$ cat src/rtl/cgra_pkg.sv
// Shared CGRA configuration constants and the context-memory controller state type.
package cgra_pkg;

    localparam int unsigned N_ROW                = 4;
    localparam int unsigned IMEM_N_LINES         = 16;
    localparam int unsigned IMEM_N_LINES_LOG2    = $clog2(IMEM_N_LINES);
    localparam int unsigned DATA_BUS_DATA_WIDTH  = 32;
    localparam int unsigned CMEM_RET_IDLE_CYCLES = 64;

    typedef enum logic [1:0] {
        IDLE  = 2'd0,
        FETCH = 2'd1,
        DRAIN = 2'd2
`ifdef CMEM_RETENTION_EN
        ,
        RET   = 2'd3
`endif
    } cmem_ctrl_state_t;

endpackage

$ cat src/rtl/cmem_ctrl_if.sv
// Bus bundle between a host (load/exec side plus memory observer) and cmem_ctrl.
// The slave modport is the controller's view; master is the host/bench view.
interface cmem_ctrl_if #(
    parameter int unsigned N_ROW = cgra_pkg::N_ROW
);
    import cgra_pkg::*;

    // load side
    logic                           load_req_i;
    logic [N_ROW-1:0]               load_row_i;
    logic [IMEM_N_LINES_LOG2-1:0]   load_addr_i;
    logic [DATA_BUS_DATA_WIDTH-1:0] load_wdata_i;
    logic                           load_gnt_o;

    // execution side
    logic                           exec_start_i;
    logic [IMEM_N_LINES_LOG2-1:0]   exec_base_i;
    logic [IMEM_N_LINES_LOG2:0]     exec_len_i;
    logic                           exec_stall_i;
    logic                           exec_busy_o;
    logic                           instr_valid_o;
    logic                           exec_done_o;

    // memory side
    logic [N_ROW-1:0]               cm_row_req_o;
    logic                           cm_we_o;
    logic [IMEM_N_LINES_LOG2-1:0]   cm_addr_o;
    logic [DATA_BUS_DATA_WIDTH-1:0] cm_wdata_o;
    logic                           cm_clk_en_o;
    logic                           cm_set_retentive_o;

    modport slave (
        input  load_req_i, load_row_i, load_addr_i, load_wdata_i,
        output load_gnt_o,
        input  exec_start_i, exec_base_i, exec_len_i, exec_stall_i,
        output exec_busy_o, instr_valid_o, exec_done_o,
        output cm_row_req_o, cm_we_o, cm_addr_o, cm_wdata_o,
        output cm_clk_en_o, cm_set_retentive_o
    );

    modport master (
        output load_req_i, load_row_i, load_addr_i, load_wdata_i,
        input  load_gnt_o,
        output exec_start_i, exec_base_i, exec_len_i, exec_stall_i,
        input  exec_busy_o, instr_valid_o, exec_done_o,
        input  cm_row_req_o, cm_we_o, cm_addr_o, cm_wdata_o,
        input  cm_clk_en_o, cm_set_retentive_o
    );

endinterface

$ cat src/rtl/cmem_ctrl_idle_timer.sv
// Idle-cycle counter for context-memory retention entry.
// expired_o fires on the cycle that completes RET_IDLE_CYCLES consecutive idle cycles.
module cmem_idle_timer #(
    parameter int unsigned RET_IDLE_CYCLES = cgra_pkg::CMEM_RET_IDLE_CYCLES
) (
    input  logic clk_i,
    input  logic rst_i,
    input  logic count_en_i,
    output logic expired_o
);

    localparam int unsigned CNT_W = $clog2(RET_IDLE_CYCLES + 1);

    logic [CNT_W-1:0] cnt_q;
    logic [CNT_W-1:0] cnt_d;

    // next count: advance while idle, clear on any activity
    always_comb begin
        cnt_d = '0;
        if (count_en_i) begin
            cnt_d = cnt_q + CNT_W'(1);
        end
    end

    assign expired_o = count_en_i && (cnt_q == CNT_W'(RET_IDLE_CYCLES - 1));

    // idle counter register
    always_ff @(posedge clk_i) begin
        if (rst_i) begin
            cnt_q <= '0;
        end else begin
            cnt_q <= cnt_d;
        end
    end

endmodule

$ cat src/rtl/cmem_ctrl.sv
// Context-memory controller: arbitrates bus loads into per-row context memories
// and sequences kernel instruction fetch with a 1-cycle SRAM read latency.
// Optional memory retention after a long idle period is enabled by defining
// the macro CMEM_RETENTION_EN.
module cmem_ctrl
    import cgra_pkg::*;
#(
    parameter int unsigned N_ROW           = cgra_pkg::N_ROW,
    parameter int unsigned RET_IDLE_CYCLES = cgra_pkg::CMEM_RET_IDLE_CYCLES
) (
    input  logic         clk_i,
    input  logic         rst_i,
    cmem_ctrl_if.slave   bus
);

    localparam int unsigned PC_W  = IMEM_N_LINES_LOG2;
    localparam int unsigned REM_W = IMEM_N_LINES_LOG2 + 1;

    if (RET_IDLE_CYCLES == 0) begin : g_bad_ret_cycles
        $error("cmem_ctrl: RET_IDLE_CYCLES must be non-zero");
    end

    cmem_ctrl_state_t   state_q;
    logic [PC_W-1:0]    pc_q;
    logic [PC_W-1:0]    pc_d;
    logic [REM_W-1:0]   rem_q;
    logic               valid_q;
    logic               done_q;
    logic               busy_q;

    logic                           gnt;
    logic [N_ROW-1:0]               row_req;
    logic                           we;
    logic [PC_W-1:0]                addr;
    logic [DATA_BUS_DATA_WIDTH-1:0] wdata;
    logic                           clk_en;
    logic                           retentive;
    logic                           any_req;
    logic                           ret_enter;

    assign any_req = bus.load_req_i || bus.exec_start_i;

`ifdef CMEM_RETENTION_EN
    logic idle_count_en;

    assign idle_count_en = (state_q == IDLE) && !any_req;

    cmem_idle_timer #(
        .RET_IDLE_CYCLES (RET_IDLE_CYCLES)
    ) u_idle_timer (
        .clk_i      (clk_i),
        .rst_i      (rst_i),
        .count_en_i (idle_count_en),
        .expired_o  (ret_enter)
    );
`else
    assign ret_enter = 1'b0;
`endif

    // program counter increment with explicit wrap at the last line
    always_comb begin
        pc_d = pc_q + PC_W'(1);
        if (pc_q == PC_W'(IMEM_N_LINES - 1)) begin
            pc_d = '0;
        end
    end

    // memory-side drive and load grant, combinational from state and inputs
    always_comb begin
        gnt       = 1'b0;
        row_req   = '0;
        we        = 1'b0;
        addr      = '0;
        wdata     = '0;
        clk_en    = 1'b0;
        retentive = 1'b0;
        unique case (state_q)
            IDLE: begin
                if (bus.load_req_i && !bus.exec_start_i) begin
                    gnt     = 1'b1;
                    row_req = bus.load_row_i;
                    we      = 1'b1;
                    addr    = bus.load_addr_i;
                    wdata   = bus.load_wdata_i;
                end
            end
            FETCH: begin
                clk_en = 1'b1;
                if (!bus.exec_stall_i) begin
                    row_req = '1;
                    addr    = pc_q;
                end
            end
            DRAIN: begin
                clk_en = 1'b1;
            end
`ifdef CMEM_RETENTION_EN
            // a request here is the wake cycle: leave retention, grant nothing
            RET: begin
                retentive = !any_req;
            end
`endif
            default: begin
            end
        endcase
        if (row_req != '0) begin
            clk_en = 1'b1;
        end
    end

    // control FSM with registered valid/done/busy flags
    always_ff @(posedge clk_i) begin
        if (rst_i) begin
            state_q <= IDLE;
            pc_q    <= '0;
            rem_q   <= '0;
            valid_q <= 1'b0;
            done_q  <= 1'b0;
            busy_q  <= 1'b0;
        end else begin
            valid_q <= 1'b0;
            done_q  <= 1'b0;
            unique case (state_q)
                IDLE: begin
                    if (bus.exec_start_i) begin
                        if (bus.exec_len_i == '0) begin
                            done_q <= 1'b1;
                        end else begin
                            pc_q    <= bus.exec_base_i;
                            rem_q   <= bus.exec_len_i;
                            state_q <= FETCH;
                            busy_q  <= 1'b1;
                        end
                    end else if (ret_enter) begin
`ifdef CMEM_RETENTION_EN
                        state_q <= RET;
`endif
                    end
                end
                FETCH: begin
                    if (!bus.exec_stall_i) begin
                        valid_q <= 1'b1;
                        pc_q    <= pc_d;
                        rem_q   <= rem_q - REM_W'(1);
                        // done is raised together with the final read's valid
                        if (rem_q == REM_W'(1)) begin
                            state_q <= DRAIN;
                            done_q  <= 1'b1;
                        end
                    end
                end
                DRAIN: begin
                    state_q <= IDLE;
                    busy_q  <= 1'b0;
                end
`ifdef CMEM_RETENTION_EN
                RET: begin
                    if (any_req) begin
                        state_q <= IDLE;
                    end
                end
`endif
                default: begin
                    state_q <= IDLE;
                end
            endcase
        end
    end

    assign bus.load_gnt_o         = gnt;
    assign bus.cm_row_req_o       = row_req;
    assign bus.cm_we_o            = we;
    assign bus.cm_addr_o          = addr;
    assign bus.cm_wdata_o         = wdata;
    assign bus.cm_clk_en_o        = clk_en;
    assign bus.cm_set_retentive_o = retentive;
    assign bus.instr_valid_o      = valid_q;
    assign bus.exec_done_o        = done_q;
    assign bus.exec_busy_o        = busy_q;

endmodule

$ cat src/flat_wrapper.sv
// flat-port wrapper written by rule: the top's interface ports become plain ports
module cmem_ctrl_flat import cgra_pkg::*;
#(
    parameter int unsigned N_ROW           = cgra_pkg::N_ROW,
    parameter int unsigned RET_IDLE_CYCLES = cgra_pkg::CMEM_RET_IDLE_CYCLES
)
  (clk_i, rst_i, bus_load_req_i, bus_load_row_i, bus_load_addr_i, bus_load_wdata_i, bus_load_gnt_o, bus_exec_start_i, bus_exec_base_i, bus_exec_len_i, bus_exec_stall_i, bus_exec_busy_o, bus_instr_valid_o, bus_exec_done_o, bus_cm_row_req_o, bus_cm_we_o, bus_cm_addr_o, bus_cm_wdata_o, bus_cm_clk_en_o, bus_cm_set_retentive_o);
  cmem_ctrl_if #(.N_ROW(N_ROW)) bus_i ();
  input  logic clk_i;
  input  logic rst_i;
  input wire logic [$bits(bus_i.load_req_i)-1:0] bus_load_req_i;
  input wire logic [$bits(bus_i.load_row_i)-1:0] bus_load_row_i;
  input wire logic [$bits(bus_i.load_addr_i)-1:0] bus_load_addr_i;
  input wire logic [$bits(bus_i.load_wdata_i)-1:0] bus_load_wdata_i;
  output wire logic [$bits(bus_i.load_gnt_o)-1:0] bus_load_gnt_o;
  input wire logic [$bits(bus_i.exec_start_i)-1:0] bus_exec_start_i;
  input wire logic [$bits(bus_i.exec_base_i)-1:0] bus_exec_base_i;
  input wire logic [$bits(bus_i.exec_len_i)-1:0] bus_exec_len_i;
  input wire logic [$bits(bus_i.exec_stall_i)-1:0] bus_exec_stall_i;
  output wire logic [$bits(bus_i.exec_busy_o)-1:0] bus_exec_busy_o;
  output wire logic [$bits(bus_i.instr_valid_o)-1:0] bus_instr_valid_o;
  output wire logic [$bits(bus_i.exec_done_o)-1:0] bus_exec_done_o;
  output wire logic [$bits(bus_i.cm_row_req_o)-1:0] bus_cm_row_req_o;
  output wire logic [$bits(bus_i.cm_we_o)-1:0] bus_cm_we_o;
  output wire logic [$bits(bus_i.cm_addr_o)-1:0] bus_cm_addr_o;
  output wire logic [$bits(bus_i.cm_wdata_o)-1:0] bus_cm_wdata_o;
  output wire logic [$bits(bus_i.cm_clk_en_o)-1:0] bus_cm_clk_en_o;
  output wire logic [$bits(bus_i.cm_set_retentive_o)-1:0] bus_cm_set_retentive_o;
  assign bus_i.load_req_i = bus_load_req_i;
  assign bus_i.load_row_i = bus_load_row_i;
  assign bus_i.load_addr_i = bus_load_addr_i;
  assign bus_i.load_wdata_i = bus_load_wdata_i;
  assign bus_load_gnt_o = bus_i.load_gnt_o;
  assign bus_i.exec_start_i = bus_exec_start_i;
  assign bus_i.exec_base_i = bus_exec_base_i;
  assign bus_i.exec_len_i = bus_exec_len_i;
  assign bus_i.exec_stall_i = bus_exec_stall_i;
  assign bus_exec_busy_o = bus_i.exec_busy_o;
  assign bus_instr_valid_o = bus_i.instr_valid_o;
  assign bus_exec_done_o = bus_i.exec_done_o;
  assign bus_cm_row_req_o = bus_i.cm_row_req_o;
  assign bus_cm_we_o = bus_i.cm_we_o;
  assign bus_cm_addr_o = bus_i.cm_addr_o;
  assign bus_cm_wdata_o = bus_i.cm_wdata_o;
  assign bus_cm_clk_en_o = bus_i.cm_clk_en_o;
  assign bus_cm_set_retentive_o = bus_i.cm_set_retentive_o;
  cmem_ctrl #(.N_ROW(N_ROW), .RET_IDLE_CYCLES(RET_IDLE_CYCLES)) u_core (.clk_i(clk_i), .rst_i(rst_i), .bus(bus_i));
endmodule
$ cat config.mk
export PLATFORM = sky130hd
export DESIGN_NAME = cmem_ctrl_flat
export DESIGN_NICKNAME = d
export VERILOG_FILES = /design/src/rtl/cgra_pkg.sv /design/src/rtl/cmem_ctrl_if.sv /design/src/rtl/cmem_ctrl_idle_timer.sv /design/src/rtl/cmem_ctrl.sv /design/src/flat_wrapper.sv
export SDC_FILE = /design/constraint.sdc
export NUM_CORES = 1
export LEC_CHECK = 0
export CAP_MARGIN = 20
export CORE_ASPECT_RATIO = 0.6
export CORE_MARGIN = 2
export CORE_UTILIZATION = 36
export DETAILED_ROUTE_END_ITERATION = 8
export GPL_ROUTABILITY_DRIVEN = 0
export PLACE_DENSITY = 0.95
export SLEW_MARGIN = 40
export SYNTH_ARGS = -nofsm -noshare
export SYNTH_HDL_FRONTEND = slang
export SYNTH_SLANG_ARGS = --single-unit
$ cat constraint.sdc
create_clock -name clk_i -period 4.4 [get_ports clk_i]
set_clock_uncertainty 0.15 [all_clocks]
set_input_delay 0.66 -clock clk_i [delete_from_list [all_inputs] [get_ports clk_i]]
set_output_delay 0.66 -clock clk_i [all_outputs]
set_load 0.005 [all_outputs]
Yosys cells after proc, flatten, opt, wreduce, memory -nomap -nowiden
Cells that the tools add are included.
{"block": "word_totals", "reg_bits": 14, "in_bits": 54, "output_inout_bits": 47}
{"block": "op_classes", "add_sub_neg": 2, "eq_ne": 8, "n_mux": 35, "bitwise": 1, "n_reduce_logical": 12}
{"operator": "2-to-1 mux 32 bit", "n": 2}
{"operator": "2-to-1 mux 4 bit", "n": 8}
{"operator": "case mux 4 bit (2 select lines)", "n": 3}
{"operator": "2-to-1 mux 5 bit", "n": 3}
{"operator": "2-to-1 mux 1 bit", "n": 11}
{"operator": "case mux 5 bit (2 select lines)", "n": 1}
{"operator": "2-to-1 mux 2 bit", "n": 4}
{"operator": "AND reduction 4 bit", "n": 2}
{"operator": "inequality test 2 bit (second input constant)", "n": 3}
{"operator": "== test 5 x 1 -> 1 bit (second input constant)", "n": 1}
{"operator": "logical NOT 5 bit", "n": 1}
{"operator": "subtractor 5 x 1 -> 5 bit (second input constant)", "n": 1}
{"operator": "adder 4 x 1 -> 4 bit (second input constant)", "n": 1}
{"operator": "== test 4 bit (second input constant)", "n": 1}
{"operator": "case mux 1 bit (2 select lines)", "n": 2}
{"operator": "case mux 2 bit (2 select lines)", "n": 1}
{"operator": "nonzero test 2 bit", "n": 2}
{"operator": "nonzero test 4 bit", "n": 1}
{"operator": "OR reduction 2 bit", "n": 2}
{"operator": "AND reduction 3 bit", "n": 1}
{"operator": "== test 2 x 1 -> 1 bit (second input constant)", "n": 1}
{"operator": "== test 2 bit (second input constant)", "n": 1}
{"operator": "logical NOT 2 bit", "n": 1}
{"operator": "inequality test 2 x 1 -> 1 bit (second input constant)", "n": 1}
{"operator": "3 further kinds", "n": 3}

Depth between registers and ports, before layout
{"block": "logic_depth", "depth_word": 6, "depth_mapped": 7, "mapped_depth_nobuf": 6}

Worst setup path before layout
Ideal clock, no wire load.
{"block": "synth_path", "path_type": "input to output", "start": "in bus_exec_start_i", "end": "out bus_cm_wdata_o[10]", "t_arrival_ns": 1.522, "required_time_ns": 3.590, "setup_slack_ns": 2.068, "cell_stages": 4, "path_buffers": 1, "cell_sequence": "or2b_1 > nor2_1 > clkbuf_1 > and2_1"}
{"block": "synth_via", "elab_chain_len": 4}
{"element": "start: declaration", "line": "flat_wrapper.sv:16", "text": "input wire logic [$bits(bus_i.exec_start_i)-1:0] bus_exec_start_i;"}
{"element": "logical NOT 1 bit", "line": "cmem_ctrl.sv:79", "text": "if (bus.load_req_i && !bus.exec_start_i) begin"}
{"element": "logical AND 1 bit", "line": "cmem_ctrl.sv:79"}
{"element": "2-to-1 mux 32 bit", "line": "cmem_ctrl.sv:79"}
{"element": "2-to-1 mux 32 bit", "line": "cmem_ctrl.sv:77", "text": "unique case (state_q)"}
{"element": "end: declaration", "line": "flat_wrapper.sv:26", "text": "output wire logic [$bits(bus_i.cm_wdata_o)-1:0] bus_cm_wdata_o;"}
Every way passes these cells.

Worst setup path after layout
{"block": "layout_path", "start": "in bus_exec_start_i", "end": "out bus_cm_wdata_o[30]"}
Same word-level chain as after synthesis.

==> results by group <==
Yosys
  • Netlist Area Pre-Place: 0.00125 sq mm
  • Fraction of registers with async set/reset: 0%
  • Yosys cell types: 42
  • Largest family of logic cells by synthesized area: simple AND/OR/NAND/NOR gates
  • Primary FF master, synth: dfxtp_1
  • Cell count after synthesis: 157
  • Post-Synthesis Net Count: 218
  • Sequential element share of the synthesized area: 22.4%
  • Compound-Gate Fraction of Synth Area: 27.1%
  • Yosys warnings: 0
  • Post-Synth Adder-Cell Area: 7.01%
  • EDFF count, synth: 0
  • Syn avg cell area: 7.96 sq um
  • Proportion of synthesized area in mux cells: 6.41%
  • Post-Synth Simple-Gate Area: 30.0%
  • XOR/XNOR Fraction of Synth Area: 0%
  • Post-synthesis register bit count: 14

CTS
  • Max clock buf depth: 2
  • Root buf cell: clkbuf_8
  • CTS clk-pin slew, worst paths: 60 ps
  • Setup Buffers After CTS: 0
  • Clock sink total: 14
  • H-Tree Depth: 1
  • Post-cts resize count: 0
  • Skew-Pair Late Insertion Delay: 250 ps
  • TritonCTS Buffers: 3
  • TritonCTS clock tree: built
  • CTS hold repair buffers: 0

Worst setup path
  • RR Startpoint: u_core.state_q[1]
  • Worst R2R Path Depth: 6
  • Worst stage delay on the critical path: 520 ps
  • Worst path arrival time: 2690 ps
  • Buf/Inv on CP: 3
  • FF-to-FF setup slack: 2160 ps
  • CP startpoint: bus_exec_start_i
  • Top delay family on crit path: buffers and inverters
  • Worst path required time: 3590 ps
  • Crit Path Class: primary input to primary output
  • Crit end category: primary output
  • Worst Setup Start Kind: primary input
  • RR Endpoint: u_core.pc_q[3]
  • Cells along the critical path: clkdlybuf4s50_1, or2b_1, nor2_2, buf_4, and2_1, clkdlybuf4s50_1
  • CP max stage cell: clkdlybuf4s50_1
  • Worst path depth: 6
  • Cell mode on critical path: clkdlybuf4s50_1
  • Worst Path Max Fanout: 40

Run
  • Max-cap violation count: 0

Layout
  • Layout cell share with drive strength beyond 1: 5.20%
  • Final Net Count: 313
  • Area grow syn2layout: 84.1%
  • Post-route core utilization: 70.1%
  • Most frequent cells in the layout: 99 x clkdlybuf4s50_1, 33 x and2_1, 14 x dfxtp_1
  • Most common cell after layout, fill and taps aside: clkdlybuf4s50_1
  • Ant diodes: 0

Detailed routing
  • Final WL: 4330 um
  • Vias: 1485
  • Routed WL per cell: 14.7 um
  • Vias per cell: 5.03
  • Starting DRT DRC Count: 80
  • # DRC: 0
  • Antenna violation net count after detailed routing: 0
  • First-pass detailed-route iteration total: 4

Timing
  • Final critical-path required period: 3500 ps
  • Max-slew headroom: 52.6%
  • Post-route setup TNS: 0 ps
  • Achievable Freq: 285 MHz
  • Slew of the pin with the lowest slew margin: 709 ps
  • Setup violations, final: 0
  • Final Max Tran Viols: 0
  • Tcrit/Tclk final: 79.7%
  • Final hold vios: 0
  • RSZ-0062 raised after global routing: no

Die
  • Die area: 0.00398 sq mm
  • Ports: 101
  • Core area: 0.00328 sq mm
  • DIE HEIGHT: 49.6 um
  • Initial Util: 38.1%
  • Chip Width: 80.1 um
  • Row count: 16

GRT
  • GRT Total Usage: 23.2%
  • Number of global-route vias before repair: 1456
  • Largest net degree at the start of global routing: 41
  • Global-route wire length before repair: 7180 um
  • GRT overflow: 0
  • Initial antenna violation count: 0

Hold path
  • Min-delay src: u_core.bus.exec_busy_o
  • Worst Hold Depth: 2
  • Hold path endpoint: u_core.bus.exec_busy_o
  • Min-Delay Path Class: flop to flop

Pwr
  • Total power: 928 uW
  • Leak Pwr: 0.000896 uW
  • PwrDens: 403 mW/mm^2
  • VDD IR-drop max: 0.252 mV

Placement
  • Hpwl dp: 3590 um
  • Port bufs: 99

Run status
  • Status: finished clean
-- synth_stat cells (2+ instances only) --
cell | instances | area share, %
a211oi_1 | 2 | 1.2
a21o_1 | 5 | 3.0
a21oi_1 | 8 | 3.2
a22o_1 | 4 | 2.8
and2_1 | 33 | 17
buf_2 | 4 | 1.6
buf_4 | 2 | 1.2
clkbuf_1 | 4 | 1.2
dfxtp_1 | 14 | 22
ha_1 | 7 | 7.0
inv_1 | 8 | 2.4
mux2i_1 | 8 | 6.4
nand2_1 | 8 | 2.4
nand2b_1 | 2 | 1.0
nand3_1 | 2 | 0.80
nor2_1 | 6 | 1.8
nor2b_1 | 3 | 1.5
nor4_1 | 2 | 1.0
nor4b_1 | 2 | 1.4
o21ai_0 | 4 | 1.6
o311ai_0 | 3 | 2.1
o31a_1 | 3 | 2.1
o31ai_1 | 4 | 2.4
-- routing by layer --
metal | track usage [%] | vias up | part of all wire (%)
met1 | 30.8 | 680 | 45
li1 | - | 743 | -
met2 | 36.8 | 56 | 46
met4 | 4.80 | 0 | 1.2
met3 | 7.69 | 6 | 7.5
met5 | 0 | - | 0
-- tightest hold or removal path, cell delays in order (launching register included) --
cell	delay, ps
dfxtp_1	320
nand3_1	60
o21ai_0	60
-- layout make-up --
cell class | count | area, sq um
clock buffer | 3 | 41.3
tap | 45 | 56.3
inverter | 9 | 33.8
multi-input combinational | 124 | 891
fill | 253 | 982
sequential | 14 | 280
timing repair buffer | 100 | 998
-- power breakdown --
group	switching (uW)	internal [uW]	leakage (uW)
Combinational	267	312	0.000759
Clock	46.7	60.7	0.0000216
Sequential	63.3	179	0.000115
-- flip-flops by register name (all words and copies together), names as in the netlist --
signal / cells
u_core.bus.instr_valid_o: 1
u_core.pc_q: 4
u_core.bus.exec_busy_o: 1
u_core.state_q: 2
u_core.bus.exec_done_o: 1
u_core.rem_q: 5
-- per-stage QoR --
stage / cells / instance area (sq um) / setup WS (ps) / hold WS (ps)
after floorplan: 157 / 1250 / 2070 / 301
after global placement: 292 / 2260 / 982 / 315
after detailed placement: 292 / 2260 / 914 / 336
after CTS: 295 / 2300 / 737 / 343
after global routing: 295 / 2300 / 792 / 366
final: 295 / 2300 / 895 / 342
-- worst max-delay path by stage --
stage | to
after detailed placement | bus_cm_wdata_o[30]
after global routing | bus_cm_wdata_o[11]
after global placement | bus_cm_addr_o[0]
final | bus_cm_wdata_o[30]
after CTS | bus_cm_clk_en_o
after floorplan | bus_cm_wdata_o[10]
-- kinds of logic (layout without fill, tap and decap cells) --
family,after synthesis,in the layout
buffers and inverters,19,112
adder cells (fa/ha/maj),7,7
AO/OA/AOI/OAI,44,44
flip-flops,14,14
other,1,1
multiplexers,8,8
AND/OR/NAND/NOR,64,64
Note: power is estimated with default switching activity, not from simulation.
